$ cat src/rtl/dmem_pkg.sv
// Shared constants for the data-memory arbiter.
// Widths and arbitration modes used by core, loader and arbiter.
package dmem_pkg;

  localparam int DMEM_ADDR_W = 8;
  localparam int DMEM_DATA_W = 8;

  localparam bit ARB_RR    = 1'b1;
  localparam bit ARB_FIXED = 1'b0;

  typedef enum logic {
    PORT0 = 1'b0,
    PORT1 = 1'b1
  } port_e;

endpackage

$ cat src/rtl/rr_arb2.sv
// Two-request arbiter with a priority pointer.
// Round-robin or fixed (port 0 wins) selected by ARB_MODE.
module rr_arb2
  import dmem_pkg::*;
#(
  parameter bit ARB_MODE = ARB_RR
) (
  input  logic       clk,
  input  logic       rst_n,
  input  logic [1:0] req_i,
  output logic [1:0] gnt_o
);

  port_e prio_q, prio_d;
  logic  rr_pick1;

  assign rr_pick1 = (ARB_MODE == ARB_RR) && (prio_q == PORT1);

  always_comb begin
    gnt_o = 2'b00;
    unique case (1'b1)
      (req_i == 2'b11): gnt_o = rr_pick1 ? 2'b10 : 2'b01;
      (req_i == 2'b01): gnt_o = 2'b01;
      (req_i == 2'b10): gnt_o = 2'b10;
      default:          gnt_o = 2'b00;
    endcase
  end

  // Pointer moves to whichever port lost (or did not ask).
  always_comb begin
    prio_d = prio_q;
    if (gnt_o[0])      prio_d = PORT1;
    else if (gnt_o[1]) prio_d = PORT0;
  end

  always_ff @(posedge clk or negedge rst_n) begin
    if (!rst_n) prio_q <= PORT0;
    else        prio_q <= prio_d;
  end

endmodule

$ cat src/rtl/dmem_arbiter.sv
// Two-port arbiter/sequencer for the 256x8 single-port data memory.
// Reads return one cycle after grant; last read data is held per port.
module dmem_arbiter
  import dmem_pkg::*;
#(
  parameter int ADDR_W   = DMEM_ADDR_W,
  parameter int DATA_W   = DMEM_DATA_W,
  parameter bit ARB_MODE = ARB_RR
) (
  input  logic              clk,
  input  logic              rst_n,
  input  logic              req_valid_0,
  output logic              req_ready_0,
  input  logic              req_we_0,
  input  logic [ADDR_W-1:0] req_addr_0,
  input  logic [DATA_W-1:0] req_wdata_0,
  output logic              rsp_valid_0,
  output logic [DATA_W-1:0] rsp_data_0,
  input  logic              req_valid_1,
  output logic              req_ready_1,
  input  logic              req_we_1,
  input  logic [ADDR_W-1:0] req_addr_1,
  input  logic [DATA_W-1:0] req_wdata_1,
  output logic              rsp_valid_1,
  output logic [DATA_W-1:0] rsp_data_1,
  output logic [ADDR_W-1:0] mem_addr,
  output logic              mem_we,
  output logic [DATA_W-1:0] mem_wdata,
  input  logic [DATA_W-1:0] mem_rdata
);

  logic [1:0]        req, gnt;
  logic              any_gnt;
  logic              sel_we;
  logic [ADDR_W-1:0] sel_addr;
  logic [DATA_W-1:0] sel_wdata;
  logic [ADDR_W-1:0] addr_q, addr_d;
  logic [1:0]        pend_q, pend_d;
  logic [DATA_W-1:0] hold0_q, hold0_d;
  logic [DATA_W-1:0] hold1_q, hold1_d;

  // No grants while reset is held, so outputs sit at reset values.
  assign req = {req_valid_1, req_valid_0} & {2{rst_n}};

  rr_arb2 #(
    .ARB_MODE(ARB_MODE)
  ) u_arb (
    .clk  (clk),
    .rst_n(rst_n),
    .req_i(req),
    .gnt_o(gnt)
  );

  assign req_ready_0 = gnt[0];
  assign req_ready_1 = gnt[1];
  assign any_gnt     = |gnt;

  always_comb begin
    sel_we    = gnt[1] ? req_we_1    : req_we_0;
    sel_addr  = gnt[1] ? req_addr_1  : req_addr_0;
    sel_wdata = gnt[1] ? req_wdata_1 : req_wdata_0;
  end

  always_comb begin
    mem_we    = any_gnt & sel_we;
    mem_addr  = any_gnt ? sel_addr  : addr_q;
    mem_wdata = any_gnt ? sel_wdata : '0;
    addr_d    = mem_addr;
    pend_d    = gnt & {2{~sel_we}};
  end

  always_comb begin
    hold0_d     = pend_q[0] ? mem_rdata : hold0_q;
    hold1_d     = pend_q[1] ? mem_rdata : hold1_q;
    rsp_valid_0 = pend_q[0];
    rsp_valid_1 = pend_q[1];
    rsp_data_0  = hold0_d;
    rsp_data_1  = hold1_d;
  end

  always_ff @(posedge clk or negedge rst_n) begin
    if (!rst_n) begin
      addr_q  <= '0;
      pend_q  <= '0;
      hold0_q <= '0;
      hold1_q <= '0;
    end else begin
      addr_q  <= addr_d;
      pend_q  <= pend_d;
      hold0_q <= hold0_d;
      hold1_q <= hold1_d;
    end
  end

endmodule
$ cat config.mk
export PLATFORM = sky130hd
export DESIGN_NAME = dmem_arbiter
export DESIGN_NICKNAME = d
export VERILOG_FILES = /design/src/rtl/dmem_pkg.sv /design/src/rtl/rr_arb2.sv /design/src/rtl/dmem_arbiter.sv
export SDC_FILE = /design/constraint.sdc
export NUM_CORES = 1
export LEC_CHECK = 0
export CAP_MARGIN = 10
export CELL_PAD_IN_SITES_DETAIL_PLACEMENT = 1
export CELL_PAD_IN_SITES_GLOBAL_PLACEMENT = 2
export CORE_UTILIZATION = 20
export CTS_CLUSTER_DIAMETER = 120
export DETAILED_ROUTE_END_ITERATION = 7
export PLACE_DENSITY_LB_ADDON = 0.1
export SLEW_MARGIN = 40
export SYNTH_ARGS = -nofsm -noshare
export SYNTH_HDL_FRONTEND = slang
export SYNTH_SLANG_ARGS = --single-unit
$ cat constraint.sdc
create_clock -name clk -period 2.7 [get_ports clk]
set_input_delay 0.81 -clock clk [delete_from_list [all_inputs] [get_ports clk]]
set_output_delay 0.81 -clock clk [all_outputs]
set_load 0.01 [all_outputs]
======== Yosys cells after proc, flatten, opt, wreduce, memory -nomap -nowiden ========
Cells that the tools add are included.
word-level totals
  register bits ........................... 27
  input port bits ......................... 46
  output and inout bits ................... 37
  logic and storage cells ................. 25
cells by class
  equal/unequal tests ..................... 3
  muxes and demuxes ....................... 11
  bitwise logic cells ..................... 4
  reduce and logical (&&, ||, !) cells .... 2
operators by type and width
  cell                                                 number
  two-way mux 8 bit                                    6
  case mux 2 bit (3 select lines)                      1
  AND 2 bit                                            2
  equality test 2 bit, second input constant           2
  two-way mux 1 bit                                    3
  equality test 2 x 1 -> 1 bit, second input constant  1
  two-way mux 2 bit                                    1
  nonzero test 2 bit                                   1
  OR reduction 2 bit                                   1
  AND 1 bit                                            1
  NOT 1 bit                                            1

======== Longest topological paths before layout ========
Gate-level depths: netlist of the first run.
  depth in word-level cells ............... 6
  gate-level depth with buffers ........... 5
  gate-level depth less buffers ........... 3

======== Cells and area by module ========
Synthesis of the first run repeated with hierarchy kept, for this count alone.
second synthesis, totals
  cell total of the unflattened synthesis .. 97
  area, all modules ....................... 1,229.9 um^2
by module, submodules not included
  module        instances  cells each  area an instance (um^2)  seq. area each (um^2)
  dmem_arbiter  1          90          1,168.6                  650.6
  rr_arb2       1          7           61.3                     25.0

======== Worst setup path after synthesis of the first run ========
Ideal clock, no wire load.
  path kind ............................... input to output
  start point ............................. input port req_valid_1
  end point ............................... output port mem_addr[5]
  arrival ................................. 1,767 ps
  data required time ...................... 1,890 ps
  setup slack ............................. 123 ps
  stages .................................. 5
  buffers on the path ..................... 2
  path through ............................ and2_1 buf_2 o21a_4 buf_6 a221o_1
on the way
  cells in the longest elaborated chain, start to end .. 5
  elaborated cells on any way between the ends .. 8
  classes of those cells .................. eq/ne (3); mux (3); bitwise (1); reduce/logical (1)
ends and longest elaborated chain
  item                                                            line                                    text
  start, declared                                                 dmem_arbiter.sv:19                      input logic req_valid_1,
  AND 2 bit *                                                     dmem_arbiter.sv:43                      assign req = {req_valid_1, req_valid_0} & {2{rst_n}};
  equality test 2 bit (tied with other cells)                     rr_arb2.sv:24                           (req_i == 2'b10): gnt_o = 2'b10;
  case mux 2 bit (3 select lines) *                               rr_arb2.sv:21                           unique case (1'b1)
  named net req_ready_1                                           dmem_arbiter.sv:20                      output logic req_ready_1,
  two-way mux 8 bit / OR reduction 2 bit (equally long branches)  dmem_arbiter.sv:60, dmem_arbiter.sv:56
  two-way mux 8 bit *                                             dmem_arbiter.sv:66                      mem_addr = any_gnt ? sel_addr : addr_q;
  end, declared                                                   dmem_arbiter.sv:26                      output logic [ADDR_W-1:0] mem_addr,
The timed path passes the listed nets; every way through them passes the cells marked *.

======== Final worst setup path of the first run ========
  start point ............................. input port req_valid_0
  end point ............................... output port req_ready_1
on the way
  cells in the longest elaborated chain, start to end .. 3
  elaborated cells on any way between the ends .. 5
  classes of those cells .................. eq/ne (3); mux (1); bitwise (1)
ends and longest elaborated chain
  item                                         line                text
  start, declared                              dmem_arbiter.sv:12  input logic req_valid_0,
  AND 2 bit *                                  dmem_arbiter.sv:43
  equality test 2 bit (tied with other cells)  rr_arb2.sv:24
  case mux 2 bit (3 select lines) *            rr_arb2.sv:21
  end, declared                                dmem_arbiter.sv:20
Mark *: on every way between the ends. The rest lies on a longest branch, timed or not.

==> impl_metrics.csv, run 1 <==
group,metric,value,unit
detailed_routing,avgViaCountPerCell,4.44,
global_routing,grtUsageTotal,0.133,
placed_design,globalplace.congestion,0.822,
detailed_routing,drtPass1Iterations,3,
global_routing,grt.busiest_layer,"met2",
power_and_ir_drop,p_switching,333,uW
synth,synth-simple-area-share,0.0655,
synth,synth-main-ff-cell,"dfrtp_1",
synth,synth-edff-count,0,
synth,synth_fa_ha_area_frac,0,
die,die-area,0.00633,sq mm
clocking,worst_skew_pair.late_latency,0.27,ns
global_routing,grt_pass1_vias,1298,
cells_and_area,diodes,0,
power_and_ir_drop,p_leak,0.000973,uW
die,die_y,79.6,microns
setup_path,cpMaxStageDelayCell,"clkdlybuf4s50_1",
placed_design,dp_slack,-0.875,ns
setup_path,arrival,1.86,ns
power_and_ir_drop,total_power,1150,uW
clocking,cts_root_buf,"clkbuf_8",
die,die_w,79.6,microns
detailed_routing,drt.antenna.violating_nets,0,
sta,period_minus_slack,2.67,ns
sta,skew,0.00261,ns
sta,setup_violations,0,
synth,synthXorXnorAreaFrac,0,
synth,ys_seq_elements,27,
detailed_routing,drt_first_iter_violations,35,
setup_path,cp_max_fo,7,
die,core.rowCount,27,
global_routing,antenna_found_initial,0,
sta,finalHoldViolCount,0,
detailed_routing,vias,1159,
synth,synthArstFlopShare,1.00,
sta,relSlewSlack,0.728,
synth,yosys.area.top_type,"dfrtp_1",
setup_path,path_class,"input pin to primary output",
power_and_ir_drop,seqPwrFrac,0.435,
setup_path,max_stage_delay,0.48,ns
setup_path,crit_path_end_kind,"primary output",
synth,synth_top_family_by_area,"compound AO/OA/AOI/OAI gates",
power_and_ir_drop,p_int,815,uW
die,core,0.00564,sq mm
clocking,clockBufferDepth,2,
worst_hold_path,min_path_type,"flop to flop",
clocking,cts_tree,"yes",
power_and_ir_drop,pwr-share-clk,0.206,
setup_path,start_kind,"input pin",
cells_and_area,final_cells,261,
power_and_ir_drop,ir_worst_vdd,311,uV
synth,synth.avg_cell_area,13.1,sq um
cells_and_area,area_growth_syn_to_layout,84.0,%
synth,ys_warn_count,0,
clocking,hold_buffers,0,
sta,rsz0062_at_grt,"false",
detailed_routing,wl_per_cell,15.8,microns
clocking,cts_buffers,3,
power_and_ir_drop,pwr-share-comb,0.359,
synth,synthesis.area,0.00120,sq mm
synth,ys_seq_area_frac,0.561,
die,ios,83,
synth,syn_inst,92,
synth,syn_nets,138,
synth,ys_types,21,
synth,yosys-top-cells-area,"dfrtp_1, mux2_2, a22o_1",
placed_design,dp.cells,253,
setup_path,path_cells,"buf_8 -> buf_6 -> o21a_4 -> o21a_4 -> clkdlybuf4s50_1",
sta,post-route-period-util,0.990,
cells_and_area,fin_nets,236,
placed_design,io_buffers,82,
sta,fin_ws,0.0260,ns
global_routing,met3_usage,0.0354,
sta,max_freq,374,MHz
clocking,cts_sinks,27,
run,maxCapViolations,0,
cells_and_area,fillCellCount,623,
setup_path,critPathRequiredTime,1.89,ns
global_routing,grt_pass1_wl,6.51,mm
detailed_routing,drc,0,
clocking,clkTransAtPathRegs,0.10,ns
global_routing,grt_start_max_net_pins,17,
die,start_util,0.213,
sta,worst_slew_pin_slew,0.408,ns
synth,muxShareOfSynthArea,0.150,
global_routing,grt_overflow,0,
synth,synth_compound_area_frac,0.193,
sta,slew_violations,0,
power_and_ir_drop,p_sw_frac,0.290,
cells_and_area,drive_gt1_frac,0.333,
setup_path,crit_top_cell,"o21a_4",
synth,yosys.area.top_type_share,0.561,
detailed_routing,routed_wl,4.12,mm
status,status,"completed",
placed_design,dpl.hpwl,3.28,mm
clocking,htree_levels,1,
global_routing,met1_usage,0.152,
global_routing,use_met2,0.245,
sta,tns,0,ns
power_and_ir_drop,power_density,519,mW/mm^2
per-stage QoR:
stage | util | area (sq um) | hold WS [ns]
5_1_grt | 0.393 | 2210 | 0.521
3_3_place_gp | 0.387 | 2180 | 0.480
3_5_place_dp | 0.387 | 2180 | 0.488
4_1_cts | 0.399 | 2250 | 0.510
2_1_floorplan | - | 1200 | 0.513
6_report | 0.393 | 2210 | 0.504
final timing paths:
kind                       depth (start not counted)          from           to  slack [ns]
setup / recovery                                   5   req_valid_0  req_ready_1        0.03
hold / removal                                     1    hold1_q[2]   hold1_q[2]        0.50
setup reg to reg                                   3  u_arb.prio_q    addr_q[3]        1.46
hold reg to reg                                    1    hold1_q[2]   hold1_q[2]        0.50
max in group asynchronous                          2         rst_n    addr_q[6]        1.95
min in group asynchronous                          2         rst_n    addr_q[1]        0.53
critical path, delay by kind of cell:
| family | cells | cell delay [ns] |
|---|---|---|
| buffers and inverters | 3 | 0.69 |
| AOI/OAI and AO/OA | 2 | 0.37 |
layer usage:
metal | up-vias | routed length (microns)
met5 | - | 0
met4 | 0 | 54
met3 | 4 | 273
met2 | 45 | 2200
met1 | 566 | 1590
li1 | 544 | -
what timing repair did:
item,4_1_cts,5_1_grt
pin swaps,5,2
setup buffers,3,0
gates cloned,1,0
endpoints found under the setup margin,35,8
resized for setup,95,8
cell usage in the layout (no fill, tap or decap), types with 2 or more instances in the layout:
cell,instances
clkdlybuf4s50_1,45
dfrtp_1,27
dlygate4sd2_1,18
mux2_2,16
buf_4,14
buf_2,14
a22o_1,7
and2_1,6
a221o_1,6
o2111ai_1,4
o21a_4,3
o21ai_0,3
clkbuf_8,3
nor3_1,2
inv_1,2
a21oi_1,2
nor2_1,2
a31oi_2,2
clkbuf_2,2
buf_12,2
sequential cells by signal, indices dropped and copies added, names as in the netlist:
name	flops
addr_q	8
hold0_q	8
hold1_q	8
pend_q	2
u_arb.prio_q	1
power by group through the flow:
stage / combinational (uW) / sequential (uW) / clock (uW)
after global routing: 448 / 509 / 269
after detailed placement: 471 / 510 / 0
final: 412 / 500 / 237
after global placement: 457 / 506 / 0
after floorplan: 183 / 498 / 0
after CTS: 426 / 502 / 251
Yosys cell counts (4+ instances only):
cell type	number
a22o_1	7
o21ai_0	4
mux2_2	16
a221o_1	6
and2_1	7
o2111ai_1	4
dfrtp_1	27
cell type report:
| class | count | area (sq um) | share of cell area |
|---|---|---|---|
| inverters | 2 | 7.51 | 0.00339 |
| repair buffers | 97 | 860 | 0.388 |
| well taps | 72 | 90.1 | 0.0407 |
| multi-input cells | 59 | 533 | 0.241 |
| flip-flops and latches | 27 | 676 | 0.305 |
| clock buffers | 3 | 41.3 | 0.0186 |
| clock inverters | 1 | 7.51 | 0.00339 |
kinds of logic after synthesis:
| family | after synthesis |
|---|---|
| compound gates | 29 |
| buf+inv | 7 |
| flops | 27 |
| mux | 16 |
| simple gates | 13 |
Power figures use the tool's default switching activity.
==> run 2, diff against run 1 <==
--- a/config.mk
+++ b/config.mk
@@ -11,7 +11,7 @@
 export CORE_UTILIZATION = 20
 export CTS_CLUSTER_DIAMETER = 120
 export DETAILED_ROUTE_END_ITERATION = 7
-export PLACE_DENSITY_LB_ADDON = 0.1
+export PLACE_DENSITY = 0.82
 export SLEW_MARGIN = 40
 export SYNTH_ARGS = -nofsm -noshare
 export SYNTH_HDL_FRONTEND = slang
==> impl_metrics.csv, run 2 (same netlist as run 1, synthesis figures left out) <==
group,metric,value,unit
status,status,"completed",
sta,slew_violations,0,
global_routing,grt_pass1_vias,1286,
clocking,htree_levels,1,
die,die_w,79.6,microns
detailed_routing,drt_first_iter_violations,50,
sta,post-route-period-util,0.977,
setup_path,cpMaxStageDelayCell,"a221o_1",
placed_design,io_buffers,82,
die,start_util,0.213,
setup_path,start_kind,"input pin",
setup_path,path_class,"input pin to primary output",
setup_path,crit_top_cell,"buf_2",
sta,relSlewSlack,0.709,
run,maxCapViolations,0,
die,core,0.00564,sq mm
die,die-area,0.00633,sq mm
setup_path,worst_r2r_path_depth,5,
worst_hold_path,min_path_type,"input pin to async pin",
clocking,clkTransAtPathRegs,0.09,ns
cells_and_area,multiInputGateArea,507,sq um
detailed_routing,drc,0,
sta,tns,0,ns
setup_path,worst_path_dominant_cell_family,"compound AO/OA/AOI/OAI gates",
cells_and_area,area_growth_syn_to_layout,76.8,%
clocking,cts_root_buf,"clkbuf_8",
clocking,cts_buffers,3,
cells_and_area,largestRegisters,"addr_q (8), hold0_q (8), hold1_q (8)",
global_routing,grtUsageTotal,0.136,
cells_and_area,layout.area.seq,676,sq um
cells_and_area,final_design_area_no_fill,0.00213,sq mm
setup_path,r2r_slack,1.42,ns
cells_and_area,fillCellCount,633,
placed_design,globalplace.congestion,0.736,
cells_and_area,final_common_cell,"clkdlybuf4s50_1",
setup_path,max_stage_delay,0.34,ns
setup_path,r2r_end,"addr_q[7]",
power_and_ir_drop,power_density,528,mW/mm^2
cells_and_area,final_cells,257,
clocking,clockBufferDepth,2,
cells_and_area,drive_gt1_frac,0.292,
sta,fin_ws,0.0624,ns
setup_path,crit_path_end_kind,"primary output",
detailed_routing,drtPass1Iterations,4,
clocking,cts_sinks,27,
sta,finalHoldViolCount,0,
sta,skew,0.00253,ns
power_and_ir_drop,ir_worst_vdd,204,uV
die,die_y,79.6,microns
placed_design,dp.cells,249,
clocking,cts_tree,"yes",
detailed_routing,avgViaCountPerCell,4.47,
detailed_routing,drt.antenna.violating_nets,0,
die,ios,83,
cells_and_area,final_cell_mix,"clkdlybuf4s50_1, dfrtp_1, dlygate4sd2_1",
sta,rsz0062_at_grt,"false",
setup_path,cp_max_fo,6,
placed_design,placed_cell_area,0.00216,sq mm
global_routing,grt_overflow,0,
global_routing,antenna_found_initial,0,
sta,worst_slew_pin_slew,0.436,ns
sta,period_minus_slack,2.64,ns
detailed_routing,wl_per_cell,16.3,microns
setup_path,crit_end,"mem_addr[4]",
cells_and_area,diodes,0,
setup_path,path_cells,"buf_2 -> o21a_1 -> o21a_4 -> a221o_1 -> buf_2",
die,core.rowCount,27,
setup_path,path_depth,5,
placed_design,dpl.hpwl,3.38,mm
global_routing,grt_pass1_wl,6.58,mm
setup_path,crit_start,"req_valid_0",
detailed_routing,routed_wl,4.18,mm
placed_design,dp_slack,-0.856,ns
setup_path,timing.rr.start,"u_arb.prio_q",
clocking,worst_skew_pair.late_latency,0.26,ns
sta,max_freq,379,MHz
cells_and_area,fin_nets,232,
global_routing,grt_start_max_net_pins,20,
detailed_routing,vias,1149,
setup_path,critPathRequiredTime,1.89,ns
setup_path,cp_num_buf_inv,2,
power_and_ir_drop,p_leak,0.000944,uW
setup_path,arrival,1.83,ns
sta,setup_violations,0,
==> run 2: changes by cell type in the layout (fill, tap and decap cells not counted), sizes merged <==
cell,change
clkinvlp,-1
dlygate4sd2,+2
clkbuf,+1
clkdlybuf4s50,-1
buf,-5
==> run 2: worst min-delay path by stage <==
stage,start,endpoint,slack (ns),cells after the start
2_1_floorplan,rst_n,addr_q[0],0.51,0
3_3_place_gp,hold0_q[4],hold0_q[4],0.48,1
3_5_place_dp,hold1_q[5],hold1_q[5],0.49,1
4_1_cts,rst_n,pend_q[0],0.33,1
5_1_grt,rst_n,pend_q[0],0.32,1
6_report,rst_n,pend_q[0],0.34,1
==> run 2: layout make-up <==
cell class                      count  share of cell area
Clock buffer                        4              0.0212
Inverter                            2             0.00353
Multi-Input combinational cell     59               0.238
Sequential cell                    27               0.317
Tap cell                           72              0.0423
Timing Repair Buffer               93               0.377
==> run 2: repair_timing <==
item | in CTS | in global routing
pin swaps | 6 | 3
gates cloned | 1 | 0
resized for setup | 90 | 4
endpoints found under the setup margin | 35 | 4
buffers inserted | 2 | 1
hold buffers | 0 | 0
==> run 2: per-stage QoR <==
stage / hold slack [ns] / power, uW / util
after floorplan: 0.513 / 681 / -
after global placement: 0.482 / 957 / 0.383
after detailed placement: 0.492 / 980 / 0.383
after CTS: 0.335 / 1140 / 0.379
after global routing: 0.320 / 1200 / 0.377
final: 0.339 / 1120 / 0.377
==> run 2: where the power goes <==
group / total [uW] / switching, uW / internal (uW)
clock network: 221 / 116 / 105
logic: 402 / 178 / 223
registers: 502 / 24.3 / 477
total: 1120 / 318 / 806
==> run 2: per-layer routing <==
layer | part of all wire | GRT usage | up-vias
met5 | 0 | 0 | -
met4 | 0 | 0.0109 | 0
met3 | 0.053 | 0.0206 | 0
met2 | 0.54 | 0.256 | 43
met1 | 0.41 | 0.167 | 568
li1 | - | - | 538
==> run 3, diff against run 2 <==
--- a/config.mk
+++ b/config.mk
@@ -5,7 +5,6 @@
 export SDC_FILE = /design/constraint.sdc
 export NUM_CORES = 1
 export LEC_CHECK = 0
-export CAP_MARGIN = 10
 export CELL_PAD_IN_SITES_DETAIL_PLACEMENT = 1
 export CELL_PAD_IN_SITES_GLOBAL_PLACEMENT = 2
 export CORE_UTILIZATION = 20
==> constraint.sdc (replaced) <==
create_clock -name clk -period 2.7 [get_ports clk]
set_input_delay 0.81 -clock clk [delete_from_list [all_inputs] [get_ports clk]]
set_output_delay 0.81 -clock clk [all_outputs]
set_load 0.05 [all_outputs]
==> impl_metrics.csv, run 3 (same netlist as run 1, synthesis figures left out) <==
group,metric,value,unit
cells_and_area,postLayoutCoreUtil,0.473,
die,ios,83,
cells_and_area,drive_gt1_frac,0.505,
sta,finalHoldViolCount,0,
global_routing,antenna_found_initial,0,
global_routing,grtUsageTotal,0.145,
setup_path,worst_path_dominant_cell_family,"compound AO/OA/AOI/OAI gates",
cells_and_area,diodes,0,
status,status,"finished, violations left",
die,die-area,0.00633,sq mm
global_routing,grt_start_max_net_pins,21,
setup_path,start_kind,"input pin",
detailed_routing,avgViaCountPerCell,4.51,
placed_design,dpl.hpwl,3.79,mm
sta,fin_ws,-0.0111,ns
placed_design,globalplace.congestion,0.726,
clocking,cts_tree,"yes",
global_routing,grt_pass1_vias,1264,
placed_design,io_buffers,82,
sta,slew_violations,0,
detailed_routing,drc,0,
detailed_routing,routed_wl,4.61,mm
die,core.rowCount,27,
status,violations,"setup timing",
setup_path,critPathRequiredTime,1.89,ns
setup_path,crit_top_cell,"buf_8",
detailed_routing,drt_first_iter_violations,84,
clocking,clkTransAtPathRegs,0.09,ns
setup_path,path_class,"input pin to primary output",
power_and_ir_drop,p_leak,0.00112,uW
setup_path,arrival,1.90,ns
cells_and_area,area_growth_syn_to_layout,122,%
cells_and_area,fillCellCount,572,
die,start_util,0.213,
setup_path,cp_max_fo,8,
clocking,cts_sinks,27,
cells_and_area,final_cells,264,
cells_and_area,largestRegisters,"addr_q (8), hold0_q (8), hold1_q (8)",
power_and_ir_drop,ir_worst_vdd,250,uV
die,core,0.00564,sq mm
sta,post-route-period-util,1.00,
global_routing,grt_pass1_wl,6.96,mm
sta,relSlewSlack,0.666,
sta,skew,0.00470,ns
detailed_routing,drtPass1Iterations,4,
sta,worst_slew_pin_slew,0.500,ns
global_routing,grt_overflow,0,
setup_path,crit_path_end_kind,"primary output",
sta,setup_violations,1,
setup_path,cpMaxStageDelayCell,"a221o_2",
cells_and_area,final_cell_mix,"clkdlybuf4s50_1, buf_12, dfrtp_1",
detailed_routing,drt.antenna.violating_nets,0,
run,maxCapViolations,0,
sta,max_freq,369,MHz
die,die_y,79.6,microns
detailed_routing,vias,1190,
sta,period_minus_slack,2.71,ns
clocking,clockBufferDepth,2,
worst_hold_path,min_path_type,"input pin to async pin",
power_and_ir_drop,power_density,646,mW/mm^2
die,die_w,79.6,microns
clocking,worst_skew_pair.late_latency,0.28,ns
cells_and_area,final_common_cell,"clkdlybuf4s50_1",
setup_path,path_cells,"buf_8 -> and2_4 -> o21a_4 -> a221o_2 -> buf_8",
sta,tns,-0.0111,ns
setup_path,cp_num_buf_inv,2,
placed_design,dp.cells,257,
clocking,cts_root_buf,"clkbuf_8",
clocking,cts_buffers,3,
detailed_routing,wl_per_cell,17.5,microns
clocking,htree_levels,1,
setup_path,max_stage_delay,0.40,ns
cells_and_area,fin_nets,239,
sta,rsz0062_at_grt,"true",
## run 3: cell count changes in the layout (fill, tap and decap cells not counted), moves of 3 or more
cell | before | now
buf_12 | 1 | 30
dlygate4sd2_1 | 20 | 0
buf_2 | 15 | 2
a22o_1 | 7 | 0
a22o_2 | 0 | 7
buf_4 | 11 | 17
buf_6 | 0 | 5
buf_8 | 0 | 3
## run 3: path summary, 6_finish.rpt
path                       cells after the start          end         start  slack [ns]
hold reg to reg                                1   hold0_q[5]    hold0_q[5]        0.54
hold / removal                                 2    addr_q[3]         rst_n        0.52
setup / recovery                               5  mem_addr[6]   req_valid_1       -0.01
setup reg to reg                               4    addr_q[6]  u_arb.prio_q        1.25
max in group asynchronous                      2   hold1_q[4]         rst_n        1.89
min in group clk                               1   hold0_q[5]    hold0_q[5]        0.54
## run 3: area by class of cell
class                      instances  area (sq um)  share of cell area
clock buffer                       3          41.3              0.0155
tap                               72          90.1              0.0338
inverter                           2          7.51             0.00281
multi-input combinational         58           567               0.212
sequential                        27           676               0.253
timing repair buffer             101          1280               0.480
clock inverter                     1          7.51             0.00281
## run 3: through the flow
stage          total power, uW  setup WS, ns  area, sq um  hold slack (ns)
2_1_floorplan              972       -0.0247         1260            0.514
3_3_place_gp              1440        -0.464         2540            0.520
3_5_place_dp              1470        -0.526         2540            0.527
4_1_cts                   1720      0.000759         2600            0.519
5_1_grt                   1800       -0.0338         2670            0.524
6_report                  1720       -0.0111         2670            0.523
## run 3: where the power goes
part,switching (uW),internal (uW)
sequential,20.7,477
combinational,514,471
clock,135,105
total,670,1050
## run 3: metal layers
| metal | vias to the layer above | track usage | wire length, microns |
|---|---|---|---|
| met1 | 578 | 0.176 | 1860 |
| met5 | - | 0 | 0 |
| met2 | 58 | 0.256 | 2320 |
| met3 | 7 | 0.0331 | 334 |
| met4 | 0 | 0.0345 | 99 |
| li1 | 547 | - | - |
## run 3: repair_timing
action	CTS	global route
buffers inserted	2	1
endpoints found under the hold margin	0	0
cloned	0	0
resized for setup	17	15
pin swaps	5	3
setup endpoints to repair	19	15
hold buffers	0	0
